===== config.mk =====
export PLATFORM = sky130hd
export DESIGN_NAME = dest_reg_tracker
export DESIGN_NICKNAME = d
export VERILOG_FILES = /design/src/rtl/dest_reg_tracker.sv
export SDC_FILE = /design/constraint.sdc
export NUM_CORES = 1
export LEC_CHECK = 0
export CORE_ASPECT_RATIO = 1.25
export CORE_UTILIZATION = 35
export CTS_CLUSTER_SIZE = 40
export DETAILED_ROUTE_END_ITERATION = 7
export GPL_TIMING_DRIVEN = 0
export PLACE_DENSITY = 0.75
export SKIP_LAST_GASP = 1
export SLEW_MARGIN = 25
export SYNTH_ARGS = -nofsm -noshare
export SYNTH_HDL_FRONTEND = slang
export SYNTH_SLANG_ARGS = --single-unit
export TNS_END_PERCENT = 1

===== constraint.sdc =====
create_clock -name clk -period 1.8 [get_ports clk]
set_input_delay 0.18 -clock clk [delete_from_list [all_inputs] [get_ports clk]]
set_output_delay 0.18 -clock clk [all_outputs]
set_load 0.005 [all_outputs]

===== src/rtl/dest_reg_tracker.sv =====
// dest_reg_tracker: decodes the destination register of the instruction in ID and shifts it EX -> MEM (-> WB).
// Latency: a tag decoded in cycle N is on reg_exe after edge N+1, on reg_mem after N+2 (reg_wb after N+3).
// Backpressure: stall, flush or an empty ID put a bubble (tag 0) into EX; MEM/WB are never held and always drain.
// Optional: define DEST_WB_TRACK_EN to add the registered WB tag output reg_wb and include it in pending.
module dest_reg_tracker #(
    parameter int          CNT_W  = 16,
    parameter int unsigned RA_REG = 31
) (
    input  logic             clk,
    input  logic             rst,
    input  logic [31:0]      ins,
    input  logic             id_valid,
    input  logic             stall,
    input  logic             flush,
    output logic [4:0]       reg_exe,
    output logic [4:0]       reg_mem,
    output logic [31:0]      pending,
    output logic [CNT_W-1:0] stall_cnt,
`ifdef DEST_WB_TRACK_EN
    output logic [4:0]       reg_wb,
`endif
    output logic             bubble
);

    // Opcodes that write a register
    localparam logic [5:0] OP_RTYPE = 6'b000000;
    localparam logic [5:0] OP_JAL   = 6'b000011;
    localparam logic [5:0] OP_ADDI  = 6'b001000;
    localparam logic [5:0] OP_ADDIU = 6'b001001;
    localparam logic [5:0] OP_SLTI  = 6'b001010;
    localparam logic [5:0] OP_ANDI  = 6'b001100;
    localparam logic [5:0] OP_ORI   = 6'b001101;
    localparam logic [5:0] OP_XORI  = 6'b001110;
    localparam logic [5:0] OP_LUI   = 6'b001111;
    localparam logic [5:0] OP_LW    = 6'b100011;
    localparam logic [5:0] FN_JR    = 6'b001000;

    localparam logic [CNT_W-1:0] CNT_MAX = '1;
    localparam logic [CNT_W-1:0] CNT_ONE = CNT_W'(1);

    logic [4:0]       dec_tag;
    logic [4:0]       ex_tag_d,    ex_tag_q;
    logic [4:0]       mem_tag_d,   mem_tag_q;
    logic             bubble_d,    bubble_q;
    logic [CNT_W-1:0] stall_cnt_d, stall_cnt_q;

    // rs and shamt never name a destination; the jal target is irrelevant here
    logic unused_ins;
    assign unused_ins = ^{ins[25:21], ins[10:6]};

    // Destination decode of the instruction sitting in ID; 0 means "no write"
    always_comb begin
        dec_tag = 5'd0;
        unique case (ins[31:26])
            OP_RTYPE: dec_tag = (ins[5:0] == FN_JR) ? 5'd0 : ins[15:11];
            OP_LW, OP_ADDI, OP_ADDIU, OP_SLTI,
            OP_ANDI, OP_ORI, OP_XORI, OP_LUI:
                      dec_tag = ins[20:16];
            OP_JAL:   dec_tag = 5'(RA_REG);
            default:  dec_tag = 5'd0;
        endcase
    end

    // EX load: flush beats stall; an empty ID also becomes a bubble so ins is never looked at
    always_comb begin
        ex_tag_d = dec_tag;
        bubble_d = 1'b0;
        if (flush || stall || !id_valid) begin
            ex_tag_d = 5'd0;
            bubble_d = 1'b1;
        end
    end

    // MEM always takes whatever was in EX; a stall freezes only IF/ID
    always_comb begin
        mem_tag_d = ex_tag_q;
    end

    // Stall-cycle counter saturates at all-ones instead of wrapping
    always_comb begin
        stall_cnt_d = stall_cnt_q;
        if (stall && (stall_cnt_q != CNT_MAX)) begin
            stall_cnt_d = stall_cnt_q + CNT_ONE;
        end
    end

    // Stage registers; reset discards every in-flight tag at once
    always_ff @(posedge clk or posedge rst) begin
        if (rst) begin
            ex_tag_q    <= 5'd0;
            mem_tag_q   <= 5'd0;
            bubble_q    <= 1'b0;
            stall_cnt_q <= '0;
        end else begin
            ex_tag_q    <= ex_tag_d;
            mem_tag_q   <= mem_tag_d;
            bubble_q    <= bubble_d;
            stall_cnt_q <= stall_cnt_d;
        end
    end

`ifdef DEST_WB_TRACK_EN
    logic [4:0] wb_tag_d, wb_tag_q;

    // WB follows MEM unconditionally
    always_comb begin
        wb_tag_d = mem_tag_q;
    end

    // WB tag register, kept for register files without write-before-read
    always_ff @(posedge clk or posedge rst) begin
        if (rst) begin
            wb_tag_q <= 5'd0;
        end else begin
            wb_tag_q <= wb_tag_d;
        end
    end

    assign reg_wb = wb_tag_q;
`endif

    // Pending bitmap: one-hot of every tracked stage, bit 0 ($0) never pending
    always_comb begin
        pending = (32'd1 << ex_tag_q) | (32'd1 << mem_tag_q);
`ifdef DEST_WB_TRACK_EN
        pending = pending | (32'd1 << wb_tag_q);
`endif
        pending[0] = 1'b0;
    end

    assign reg_exe   = ex_tag_q;
    assign reg_mem   = mem_tag_q;
    assign bubble    = bubble_q;
    assign stall_cnt = stall_cnt_q;

endmodule


# [Word level (Yosys, flattened, before mapping)]
# Index checks and enable logic that the tools add are counted.
[word_totals] input_bits=37 wordCells=29 regBits=27
[classes] bitwise_logic=1 addsub=1 eq_ne=11 n_shift=2 n_mux=4 n_reduce_logical=6
[op_table] operator="1-bit by 5-bit left shift with 32-bit output, first input constant" count=2
[op_table] operator="6-bit by 4-bit equality test with 1-bit output, second input constant" count=8
[op_table] operator="32-bit OR" count=1
[op_table] operator="16-bit by 1-bit adder with 16-bit output, second input constant" count=1
[op_table] operator="16-bit != test, second input constant" count=1
[op_table] operator="5-bit one-hot mux with 3 select lines" count=1
[op_table] operator="5-bit 2-to-1 mux" count=2
[op_table] operator="8-bit OR reduction" count=1
[op_table] operator="6-bit by 2-bit equality test with 1-bit output, second input constant" count=1
[op_table] operator="6-bit equality test, second input constant" count=1
[op_table] operator="6-bit zero test" count=1
[op_table] operator="1-bit logical OR" count=2
[op_table] operator="1-bit logical AND" count=1
[op_table] operator="1-bit zero test" count=1
[op_table] operator="1-bit 2-to-1 mux" count=1

# [Depth between registers and ports, before layout]
[logic_depth] word_depth=4 depth_mapped=5 ltp_nobuf=5

# [Worst setup path before layout]
# OpenSTA, ideal clock, no wires.
[synth_path] kind="reg2reg" start="register stall_cnt_q[0], in the netlist stall_cnt[0]" end="register stall_cnt_q[1], in the netlist stall_cnt[1]" setup_slack_ns=0.188 t_arrival_ns=1.484 stages_incl_launch_ff=6 period_less_slack_ns=1.612 t_required_ns=1.673 n_path_buf=0 cell_sequence="dfrtp_1 ha_1 nand4_1 nor4_4 nand2b_2 mux2_1"
[synth_via] elab_chain_len=2 word_cells_on_any_way=3 cone_classes="1 x add/sub; 1 x eq/ne; 1 x reduce/logical"
[synth_rtl] item="start, declared" line_no="45" rtl="logic [CNT_W-1:0] stall_cnt_d, stall_cnt_q;"
[synth_rtl] item="start signal, assigned" line_no="98" rtl="stall_cnt_q <= stall_cnt_d;"
[synth_rtl] item="parallel branches: the longest is 2 deep, another holds 16-bit by 1-bit adder with 16-bit output"
# Parallel ways; which one is timed is not known.
# A chain may end at the register's enable or synchronous reset.

# [Final worst setup path]
[layout_path] start="register ex_tag_q[3], in the netlist reg_exe[3]" end="output pending[6]"
[layout_via] elab_chain_len=2
[layout_rtl] item="start, declared" line_no="42" rtl="logic [4:0] ex_tag_d, ex_tag_q;"
[layout_rtl] item="start signal, assigned" line_no="95" rtl="ex_tag_q <= ex_tag_d;"
[layout_rtl] item="1-bit by 5-bit left shift with 32-bit output" line_no="124" rtl="pending = (32'd1 << ex_tag_q) | (32'd1 << mem_tag_q);"
[layout_rtl] item="32-bit OR" line_no="124"
[layout_rtl] item="end, declared" line_no="17" rtl="output logic [31:0] pending,"
# No other way between the ends.

==> summary.md <==
| Metric | Value |
|---|---|
| Routed vias/inst | 5.36 |
| CTS Buf Count | 3 |
| Vias in the first global route | 1,675 |
| CTS tree | yes |
| Share of the yosys chip area belonging to registers | between 40% and 50% |
| Tcrit/Tclk final | 113% |
| Final Hold Fails | 0 |
| Routability cong. | 0.856 |
| Htree depth | 1 |
| Synth unique cells | 36 |
| Synth warnings | 0 |
| Ant diodes | 0 |
| Post-CTS Hold Fix Bufs | 0 |
| Global-route usage over all layers | 19.4% |
| Worst skew pair latency | about 0.27 ns |
| Kind of critical path | reg -> out |
| Status | complete, but fails checks |
| Dpl cells | around 330 |
| Post-Route Utilization | 60.5% |
| Die height | 79.1 um |
| Layout cells sized above 1 | around an eighth |
| Port bufs | 84 |
| Asr flop ratio synth | 100% |
| Clock slew at reported path FFs | 0.09 ns |
| Setup crit end kind | output port |
| Worst-margin pin slew | 0.545 ns |
| Max-slew violation count | 0 |
| Synthesized net count | between 200 and 250 |
| P_leak | 0.00105 uW |
| Vias | 1,822 |
| Syn Inst Count | between 150 and 200 |
| Worst hold path class | in -> async |
| Number of flops mapped to enable cells by yosys | 0 |
| Ports | 96 |
| CP max FO | 5 |
| Initial core utilization | 37.0% |
| Finished Layout Cells | 340 |
| Tmin final | 2.04 ns |
| WL/cell | between 10 and 15 um |
| Unrepaired setup endpoints after global routing | true |
| Core box area | 0.00449 mm2 |
| Cell Area, Synth | 0.00166 mm2 |
| Filler cells | 420 |
| Chip Width | between 60 and 70 um |
| Peak VDD IR | 406 uV |
| Register area | 683 um2 |
| CTS Root Cell | clkbuf_8 |
| Layout area overhead | 63.4% |
| Drt total wl | around 4.7 mm |
| # clock sinks | 27 |
| Most common cell after layout, fill and taps aside | clkdlybuf4s50_1 |
| Area occupied by multi-input gates | around 960 um2 |
| Commonest cells after routing, fill and taps aside | 78 x clkdlybuf4s50_1, 31 x o22ai_1, 23 x nand2_1 |
| Arrival @ worst endpoint | 1.86 ns |
| Ys flop type | dfrtp_1 |
| Failing checks | setup timing |
| Remaining Overflow, GRT | 0 |
| Nets@finish | 321 |
| Slew headroom | approximately 64% |
| Final setup fails | 26 |
| Initial antenna violation count | 0 |
| First-pass GRT wire length | 7.71 mm |
| Drt drc | 0 |
| Max-Cap Viols | 0 |
| DR iter-0 viols | 84 |
| FMAX | 491 MHz |
| #FFs+latches synth | 27 |
| Worst clock skew | 0.00683 ns |
| Total die area | 0.00503 mm2 |
| Startpoint types | register |
| Pin count of the biggest net entering global routing | 28 |
| CP required | roughly 1.6 ns |
| PD cells | 568 mW/mm2 |
| Setup slack after layout | -0.236 ns |
| Post-synthesis area per instance | 8.89 um2 |
| Clock Tree Buf Depth | 2 |
| Row count | 27 |
| Detailed Place HPWL | 3.47 mm |
| Post-route ant nets | 0 |
| Pre-Repair DR Iteration Count | 4 |
## metal layers
layer / global-route usage (%) / part of all wire (%)
met1: 25.4 / 43
met2: 32.6 / 49
met3: 1.29 / 5.4
met4: 8.86 / 2.2
met5: 0 / 0
## layout make-up
cell class	instances	area share, %
Timing Repair Buffer	95	34.3
Multi-Input combinational cell	151	35.4
Inverter	2	0.276
Buffer	3	0.552
Tap cell	58	2.67
Sequential cell	27	25.1
Clock buffer	4	1.66
## kinds of logic after synthesis
family / count (synthesis) / share of synthesized area, %
other cells: 1 / 0.226
buf+inv: 9 / 2.26
simple gates: 91 / 31.2
fa+ha+maj: 1 / 0.752
compound gates: 44 / 16.9
xor+xnor: 10 / 5.27
flops: 27 / 40.6
mux: 4 / 2.71
## final timing paths
kind                                     startpoint                         to  slack, ns  depth (start not counted)
max                            reg_exe[3]$_DFF_PP0_                 pending[6]      -0.24                          3
min                                             rst  stall_cnt[15]$_DFFE_PP0P_       0.27                          2
max reg2reg                stall_cnt[8]$_DFFE_PP0P_   stall_cnt[1]$_DFFE_PP0P_       0.01                          4
min reg2reg                    reg_exe[2]$_DFF_PP0_       reg_mem[2]$_DFF_PP0_       0.47                          0
max in group asynchronous                       rst       reg_mem[1]$_DFF_PP0_       1.13                          2
min in group clk                           id_valid           bubble$_DFF_PP0_       0.44                          2
## critical path, stage by stage (launching register included)
cell and delay, ns:
dfrtp_2 0.45, or3b_4 0.43, o22ai_1 0.19, clkdlybuf4s50_1 0.52
## cells in the mapped netlist, types with 2 or more instances
cell      count  area share [%]
or3b_2        3             1.6
dfrtp_1      27              41
nand2b_1      5             1.9
a21oi_1       2            0.60
and4_1        3             1.6
clkbuf_1      6             1.4
inv_1         2            0.45
mux2_2        3             2.0
xnor2_1       6             3.2
a31oi_1       5             1.9
nand4_1       6             2.3
xor2_1        4             2.1
nor3b_1       3             1.4
nand2_1      23             5.2
o22ai_1      31              12
or2_2         3             1.1
o21ai_0       3            0.90
or3_1         2            0.75
nor3_1        4             1.2
nand3_1       9             2.7
nor2_1       13             2.9
and2_1        3             1.1
nand3b_1      8             3.6
## sequential cells by signal, indices dropped and copies added, names as in the netlist
| register | count |
|---|---|
| reg_mem | 5 |
| reg_exe | 5 |
| stall_cnt | 16 |
| bubble | 1 |
## timing repair
item	CTS	global route
endpoints found under the setup margin	32	31
setup buffers	11	0
gates resized for setup	14	2
endpoints found under the hold margin	0	0
## power breakdown
group          switching (uW)  internal, uW
Combinational             147           266
Sequential                111           684
Clock                     177           159
Total                     435          1110
## stage by stage
step           setup WS, ns  instance area (um2)  hold WS [ns]  setup TNS [ns]  total power (uW)
5_1_grt              -0.283                 2720         0.326           -6.67              1640
3_3_place_gp         -0.102                 2580         0.443          -0.793              1210
6_report             -0.236                 2720         0.274           -4.50              1540
2_1_floorplan         0.188                 1660         0.233               0               953
4_1_cts              -0.264                 2720         0.424           -5.10              1560
3_5_place_dp         -0.118                 2580         0.457          -0.937              1220
Power figures use the tool's default switching activity.
